`src/rtl/lpe_frame_sequencer.sv`:
```
// ---------------------------------------------------------------------------
// lpe_frame_sequencer
//
// Feed sequencer for one column of LinearProcessingElements. A raw operand-1
// (weight) stream is framed into the column's up input as fixed-length
// vectors: every data beat is tagged with OP1_USER_MASK and the last beat of
// each vector carries tlast. The data path is a zero-latency combinational
// pass-through that is open only in FEED. After the last beat the block
// counts results exported by the column until every PE has delivered one
// result per vector, then pulses done.
//
// Optional feature (macro LPE_SEQ_RSLT_TIMEOUT_EN): a watchdog on the result
// stream while draining. When it expires the run ends with an err_timeout
// pulse instead of done. Without the macro err_timeout is tied to 0 and the
// drain phase waits indefinitely.
//
// Ports:
//   clk, rst                 clock, asynchronous active-high reset
//   start, abort             run request (IDLE only) / synchronous abort
//   cfg_vec_len, cfg_num_vec beats per vector / vectors per run (on start)
//   s_axis_*                 raw operand stream in (tdata, tvalid, tready)
//   m_axis_up_*              framed stream out (tdata, tvalid, tready,
//                            tlast, tuser)
//   rslt_tvalid/tready       monitor of the column's bottom result stream
//   busy                     high while in FEED or DRAIN (registered)
//   done                     one-cycle completion pulse (registered)
//   err_cfg                  one-cycle pulse: start with a zero length
//   err_timeout              one-cycle pulse: result watchdog expired
// ---------------------------------------------------------------------------
module lpe_frame_sequencer #(
    parameter int                    DATA_WIDTH     = 16,
    parameter int                    USER_WIDTH     = 8,
    parameter int                    PE_NUMBER_J    = 4,
    parameter int                    LEN_WIDTH      = 16,
    parameter logic [USER_WIDTH-1:0] OP1_USER_MASK  = USER_WIDTH'(1) << (USER_WIDTH - 2),
    parameter int                    TIMEOUT_CYCLES = 1024
) (
    input  logic                  clk,
    input  logic                  rst,
    input  logic                  start,
    input  logic                  abort,
    input  logic [LEN_WIDTH-1:0]  cfg_vec_len,
    input  logic [LEN_WIDTH-1:0]  cfg_num_vec,
    input  logic [DATA_WIDTH-1:0] s_axis_tdata,
    input  logic                  s_axis_tvalid,
    output logic                  s_axis_tready,
    output logic [DATA_WIDTH-1:0] m_axis_up_tdata,
    output logic                  m_axis_up_tvalid,
    input  logic                  m_axis_up_tready,
    output logic                  m_axis_up_tlast,
    output logic [USER_WIDTH-1:0] m_axis_up_tuser,
    input  logic                  rslt_tvalid,
    input  logic                  rslt_tready,
    output logic                  busy,
    output logic                  done,
    output logic                  err_cfg,
    output logic                  err_timeout
);

    // Wide enough for num_vec * PE_NUMBER_J plus one spare bit so the count
    // can run past the target (early or surplus results) without wrapping.
    localparam int RC_WIDTH = LEN_WIDTH + $clog2(PE_NUMBER_J) + 1;

    typedef enum logic [1:0] {
        S_IDLE,
        S_FEED,
        S_DRAIN,
        S_DONE
    } state_t;

    state_t               state_q, state_d;
    logic [LEN_WIDTH-1:0] vec_len_q, vec_len_d;
    logic [LEN_WIDTH-1:0] num_vec_q, num_vec_d;
    logic [LEN_WIDTH-1:0] beat_cnt_q, beat_cnt_d;
    logic [LEN_WIDTH-1:0] vec_cnt_q, vec_cnt_d;
    logic [RC_WIDTH-1:0]  rslt_cnt_q, rslt_cnt_d;
    logic                 busy_d, done_d, err_cfg_d;

    logic                 feed;
    logic                 is_last;
    logic                 up_hs;
    logic                 rslt_hs;
    logic [RC_WIDTH-1:0]  rslt_sum;
    logic [RC_WIDTH-1:0]  rslt_target;

`ifdef LPE_SEQ_RSLT_TIMEOUT_EN
    localparam int WD_WIDTH = $clog2(TIMEOUT_CYCLES) + 1;

    logic [WD_WIDTH-1:0]  wdog_q, wdog_d;
    logic                 err_timeout_d;
`endif

    // -----------------------------------------------------------------------
    // Framed stream: pure combinational pass-through, gated by FEED.
    // -----------------------------------------------------------------------
    assign feed             = (state_q == S_FEED);
    assign is_last          = (beat_cnt_q == vec_len_q - LEN_WIDTH'(1));
    assign s_axis_tready    = feed && m_axis_up_tready;
    assign m_axis_up_tvalid = feed && s_axis_tvalid;
    assign m_axis_up_tdata  = feed ? s_axis_tdata : '0;
    assign m_axis_up_tuser  = feed ? OP1_USER_MASK : '0;
    assign m_axis_up_tlast  = feed && is_last;

    assign up_hs       = feed && s_axis_tvalid && m_axis_up_tready;
    assign rslt_hs     = ((state_q == S_FEED) || (state_q == S_DRAIN))
                         && rslt_tvalid && rslt_tready;
    // The drain exit compares against the count including this cycle's
    // handshake, so done follows the final result by exactly one cycle.
    assign rslt_sum    = rslt_cnt_q + RC_WIDTH'(rslt_hs);
    assign rslt_target = RC_WIDTH'(num_vec_q) * RC_WIDTH'(PE_NUMBER_J);

    // -----------------------------------------------------------------------
    // Next-state / next-counter logic.
    // -----------------------------------------------------------------------
    always_comb begin
        // NOTE: every signal written here is given a default first; a path
        // that leaves one unassigned would otherwise infer a latch.
        state_d    = state_q;
        vec_len_d  = vec_len_q;
        num_vec_d  = num_vec_q;
        beat_cnt_d = beat_cnt_q;
        vec_cnt_d  = vec_cnt_q;
        rslt_cnt_d = rslt_cnt_q;
        err_cfg_d  = 1'b0;
`ifdef LPE_SEQ_RSLT_TIMEOUT_EN
        wdog_d        = wdog_q;
        err_timeout_d = 1'b0;
`endif

        if (abort && (state_q != S_IDLE)) begin
            // Abort outranks everything, including a pending done/timeout.
            state_d    = S_IDLE;
            beat_cnt_d = '0;
            vec_cnt_d  = '0;
            rslt_cnt_d = '0;
`ifdef LPE_SEQ_RSLT_TIMEOUT_EN
            wdog_d     = '0;
`endif
        end else begin
            case (state_q)
                S_IDLE: begin
                    // abort has no effect in IDLE but still vetoes a start.
                    if (start && !abort) begin
                        if ((cfg_vec_len != '0) && (cfg_num_vec != '0)) begin
                            state_d    = S_FEED;
                            vec_len_d  = cfg_vec_len;
                            num_vec_d  = cfg_num_vec;
                            beat_cnt_d = '0;
                            vec_cnt_d  = '0;
                            rslt_cnt_d = '0;
`ifdef LPE_SEQ_RSLT_TIMEOUT_EN
                            wdog_d     = '0;
`endif
                        end else begin
                            err_cfg_d = 1'b1;
                        end
                    end
                end

                S_FEED: begin
                    if (rslt_hs) begin
                        rslt_cnt_d = rslt_sum;
`ifdef LPE_SEQ_RSLT_TIMEOUT_EN
                        wdog_d     = '0;
`endif
                    end
                    if (up_hs) begin
                        if (is_last) begin
                            beat_cnt_d = '0;
                            vec_cnt_d  = vec_cnt_q + LEN_WIDTH'(1);
                            if (vec_cnt_q == num_vec_q - LEN_WIDTH'(1)) begin
                                state_d = S_DRAIN;
                            end
                        end else begin
                            beat_cnt_d = beat_cnt_q + LEN_WIDTH'(1);
                        end
                    end
                end

                S_DRAIN: begin
                    rslt_cnt_d = rslt_sum;
                    if (rslt_sum >= rslt_target) begin
                        state_d = S_DONE;
                    end
`ifdef LPE_SEQ_RSLT_TIMEOUT_EN
                    else if (rslt_hs) begin
                        wdog_d = '0;
                    end else if (wdog_q + WD_WIDTH'(1) == WD_WIDTH'(TIMEOUT_CYCLES - 1)) begin
                        // The counter reads k-1 in the k-th quiet cycle, so
                        // deciding here lands the registered pulse exactly
                        // TIMEOUT_CYCLES cycles after the last result.
                        state_d       = S_IDLE;
                        err_timeout_d = 1'b1;
                    end else begin
                        wdog_d = wdog_q + WD_WIDTH'(1);
                    end
`endif
                end

                S_DONE: begin
                    state_d = S_IDLE;
                end

                default: begin
                    state_d = S_IDLE;
                end
            endcase
        end

        busy_d = (state_d == S_FEED) || (state_d == S_DRAIN);
        done_d = (state_d == S_DONE);
    end

    // -----------------------------------------------------------------------
    // State and counter registers.
    // -----------------------------------------------------------------------
    always_ff @(posedge clk or posedge rst) begin
        if (rst) begin
            state_q    <= S_IDLE;
            vec_len_q  <= '0;
            num_vec_q  <= '0;
            beat_cnt_q <= '0;
            vec_cnt_q  <= '0;
            rslt_cnt_q <= '0;
            busy       <= 1'b0;
            done       <= 1'b0;
            err_cfg    <= 1'b0;
        end else begin
            // NOTE: sequential state uses non-blocking assignments so every
            // register samples the pre-edge values computed above.
            state_q    <= state_d;
            vec_len_q  <= vec_len_d;
            num_vec_q  <= num_vec_d;
            beat_cnt_q <= beat_cnt_d;
            vec_cnt_q  <= vec_cnt_d;
            rslt_cnt_q <= rslt_cnt_d;
            busy       <= busy_d;
            done       <= done_d;
            err_cfg    <= err_cfg_d;
        end
    end

`ifdef LPE_SEQ_RSLT_TIMEOUT_EN
    always_ff @(posedge clk or posedge rst) begin
        if (rst) begin
            wdog_q      <= '0;
            err_timeout <= 1'b0;
        end else begin
            wdog_q      <= wdog_d;
            err_timeout <= err_timeout_d;
        end
    end
`else
    assign err_timeout = 1'b0;
`endif

endmodule

```
`config.mk`:
```
export PLATFORM = sky130hd
export DESIGN_NAME = lpe_frame_sequencer
export DESIGN_NICKNAME = d
export VERILOG_FILES = /design/src/rtl/lpe_frame_sequencer.sv
export SDC_FILE = /design/constraint.sdc
export NUM_CORES = 1
export LEC_CHECK = 0
export BUFFER_PORTS_ARGS = -buffer_cell sky130_fd_sc_hd__buf_4
export CORE_MARGIN = 2
export CORE_UTILIZATION = 61
export DETAILED_ROUTE_END_ITERATION = 8
export PLACE_DENSITY_LB_ADDON = 0.15
export SKIP_LAST_GASP = 1
export SLEW_MARGIN = 15
export SYNTH_ARGS = -nofsm -noshare
export SYNTH_HDL_FRONTEND = slang
export SYNTH_SLANG_ARGS = --single-unit
```
`constraint.sdc`:
```
create_clock -name clk -period 7.3 [get_ports clk]
set_input_delay 0.73 -clock clk [delete_from_list [all_inputs] [get_ports clk]]
set_output_delay 0.73 -clock clk [all_outputs]
set_load 0.02 [all_outputs]
```
==> qor.csv <==
stage,metric,value,unit
yosys,syn-cell-area,6319,µm²
cts,htreeDepth,3,
cts,cts_sinks,88,
grt,antenna_found_initial,0,
cts,clk_path_buf_depth,2,
layout,fin_area,7057,µm²
setup_path,r2r-start,state_q[0],
cts,post_cts_buffers,0,
setup_path,endpoint_kind,flop,
placement,place_inst,892,
yosys,ys_seq_area_frac,0.3485,
placement,dpl_cell_area,6897,µm²
detailed_routing,detail_route.wirelength,16.64,mm
pwr,p_per_area,287.5,nW/µm²
grt,grt_max_degree,54,
detailed_routing,wl_per_cell,18.38,µm
yosys,synth_area_leaders,"dfrtp_1 (35%), mux2_2 (5.7%), ha_1 (5.5%)",
layout,final_cells,905,
detailed_routing,dr.pass1.iters,5,
sta,fin_crit_sh,0.6363,
sta,fmaxAchievable,0.2153,GHz
sta,period_minus_slack,4645,ps
setup_path,arrival,4890,ps
placement,io_buffer_count,78,
cts,root_buffer,clkbuf_8,
pwr,swShare,0.4424,
cts,clkLatencyLatePin,370,ps
setup_path,reg2reg_slack,2650,ps
pwr,p_switching,0.8975,mW
setup_path,crit_type,reg2reg,
setup_path,reg2reg_to,busy,
sta,slew_headroom,0.4718,
yosys,yosys.area_share.simple,0.2552,
flow_run,cap_viol_max_count,0,
layout,multi_input_area,3814,µm²
yosys,synth-seq-cells,88,
grt,grt.total_usage,0.3065,
pwr,seqPwrFrac,0.380,
yosys,yosysUniqueCellTypes,63,
layout,syn_to_final_growth,11.68,%
layout,antennaDiodeCount,0,
pwr,leakage,3.193,nW
yosys,synth_top_area_share,0.3485,
grt,grt_pass1_vias,5351,
yosys,yosysWarningCount,0,
sta,report.final.hold_viol_count,0,
pwr,peakVddDrop,0.1843,mV
pwr,p_int,1.131,mW
placement,hpwl,12.67,mm
sta,whs,411.4,ps
yosys,synth_top_family_by_area,simple AND/OR/NAND/NOR gates,
layout,num-nets-final,851,
yosys,synth_compound_area_frac,0.1349,
detailed_routing,drtIter0Drc,474,
cts,cts_tree,done,
yosys,synthFlopType,dfrtp_1,
cts,numCtsBuffers,9,
floorplan,die-area,11190,µm²
sta,fin_worst_skew,12.53,ps
worst_hold_path,holdCritPathClass,in2async,
setup_path,r2r_cells,17,
cts,cts_resized,0,
floorplan,num_io_pins,87,
layout,seq_area,2202,µm²
placement,place.gp.congestion,0.9657,
sta,slew_violations,0,
yosys,synthMuxAreaShare,0.06178,
cts,postCtsHoldBufs,0,
cts,path_clk_slew,80,ps
sta,tightest_slew,785.8,ps
floorplan,dieWidth,105.8,µm
setup_path,required,7550,ps
yosys,synth_edf_count,0,
sta,timing.setup.tns,0,ps
yosys,synth_common_cells,"dfrtp_1 (88), nand2_1 (61), nor2_1 (49)",
setup_path,worstPathMaxFanout,13,
pwr,power.share.clock,0.149,
floorplan,start_util,0.6204,
pwr,p_comb_frac,0.471,
grt,grt-ovfl-total,0,
layout,drive_above_1_share,0.1756,
detailed_routing,final_antenna_net_count,0,
floorplan,design.core.area,10180,µm²
setup_path,start_kind,flop,
yosys,synth.most_common_cell,dfrtp_1,
yosys,synthCells,718,
detailed_routing,vias,5651,
detailed_routing,vias_per_cell,6.244,
grt,grt_pass1_wl,27.19,mm
run_status,outcome,finished clean,
floorplan,die_y,105.8,µm
yosys,synth_area_leader_cell,dfrtp_1,
yosys,async_reset_ff_frac,1.000,
yosys,avgSynthCellArea,8.800,µm²
layout,n_fill_cell,848,
detailed_routing,drc,0,
yosys,synthXorXnorAreaFrac,0.09149,
yosys,synth-adder-area-share,0.05545,
floorplan,rows,37,
sta,setup_viol,0,
sta,rsz0062_at_grt,false,
==> worst max-delay path, cell delays in order, from the launching register on <==
cell and delay, ps:
dfrtp_1 420, inv_1 120, ha_1 550, and3_1 280, ha_1 190, ha_1 270
nand4_1 190, nor3_1 410, nand2_1 180, xnor2_1 150, ha_1 290, a21o_1 160
a21o_1 170, a21oi_1 140, nor2b_1 60, o31ai_1 260, or3b_1 410, ha_1 300
==> per-layer routing <==
metal,part of all wire,vias up,global-route usage,wire [µm]
met2,0.47,239,0.4959,7776
li1,-,2655,-,-
met4,0.034,0,0.1316,570
met3,0.074,36,0.03896,1235
met5,0,-,0,0
met1,0.42,2721,0.4154,7053
==> state kept, by name, indices dropped and copies added, names as in the netlist <==
name        flops
rslt_cnt_q     19
state_q         2
vec_len_q      16
num_vec_q      16
busy            1
done            1
vec_cnt_q      16
beat_cnt_q     16
err_cfg         1
==> kinds of logic (layout without fill, tap and decap cells) <==
family / count (synthesis) / in the layout
flops: 88 / 88
buf+inv: 78 / 122
mux: 35 / 35
simple gates: 297 / 297
compound gates: 125 / 125
xor+xnor: 66 / 66
fa+ha+maj: 28 / 28
other cells: 1 / 8
==> power by group through the flow <==
stage                     Clock [mW]  Sequential [mW]  Combinational [mW]
after floorplan                    0            0.694               0.750
after global placement             0            0.770               0.915
after detailed placement           0            0.777               0.942
after CTS                      0.306            0.768               0.949
after global routing           0.324            0.788                1.06
final                          0.302            0.772               0.955
==> final cells by class <==
type,instances,area share
multi-input cells,559,0.5404
flip-flops and latches,88,0.3121
repair buffers,80,0.08511
well taps,136,0.02411
clock buffers,12,0.02199
inverters,29,0.01560
clock inverters,1,0.0007092
==> how the worst max path moves through the flow <==
stage / start / end / slack (ps) / cells past startpoint
2_1_floorplan: state_q[0] / busy / 3470 / 17
3_3_place_gp: state_q[0] / busy / 2900 / 17
3_5_place_dp: state_q[0] / busy / 2740 / 17
4_1_cts: state_q[0] / busy / 2720 / 17
5_1_grt: state_q[0] / busy / 2350 / 17
6_report: state_q[0] / busy / 2650 / 17
==> cell usage in the layout, fill, tap and decap left out, types with 10 or more instances in the layout <==
cell type	instances
dfrtp_1	88
buf_4	80
nand2_1	61
nor2_1	49
xnor2_1	35
nand3_1	32
mux2_2	32
xor2_1	31
inv_1	28
ha_1	28
and2_1	23
o21ai_0	21
nand4_1	21
nor3_1	20
a21oi_1	16
nor4_1	15
and3_1	14
o31ai_1	12
a211o_1	11
clkbuf_8	11
nor2b_1	10
o21ai_1	10
or4_1	10
==> through the flow <==
stage,setup WS (ps),power [mW],utilization
finish,2655,2.029,0.6929
global route,2348,2.176,0.6929
CTS,2716,2.023,0.6929
detailed placement,2742,1.719,0.6772
global placement,2896,1.685,0.6772
floorplan,3474,1.444,-
No activity file was read; power rests on OpenSTA's default activity.
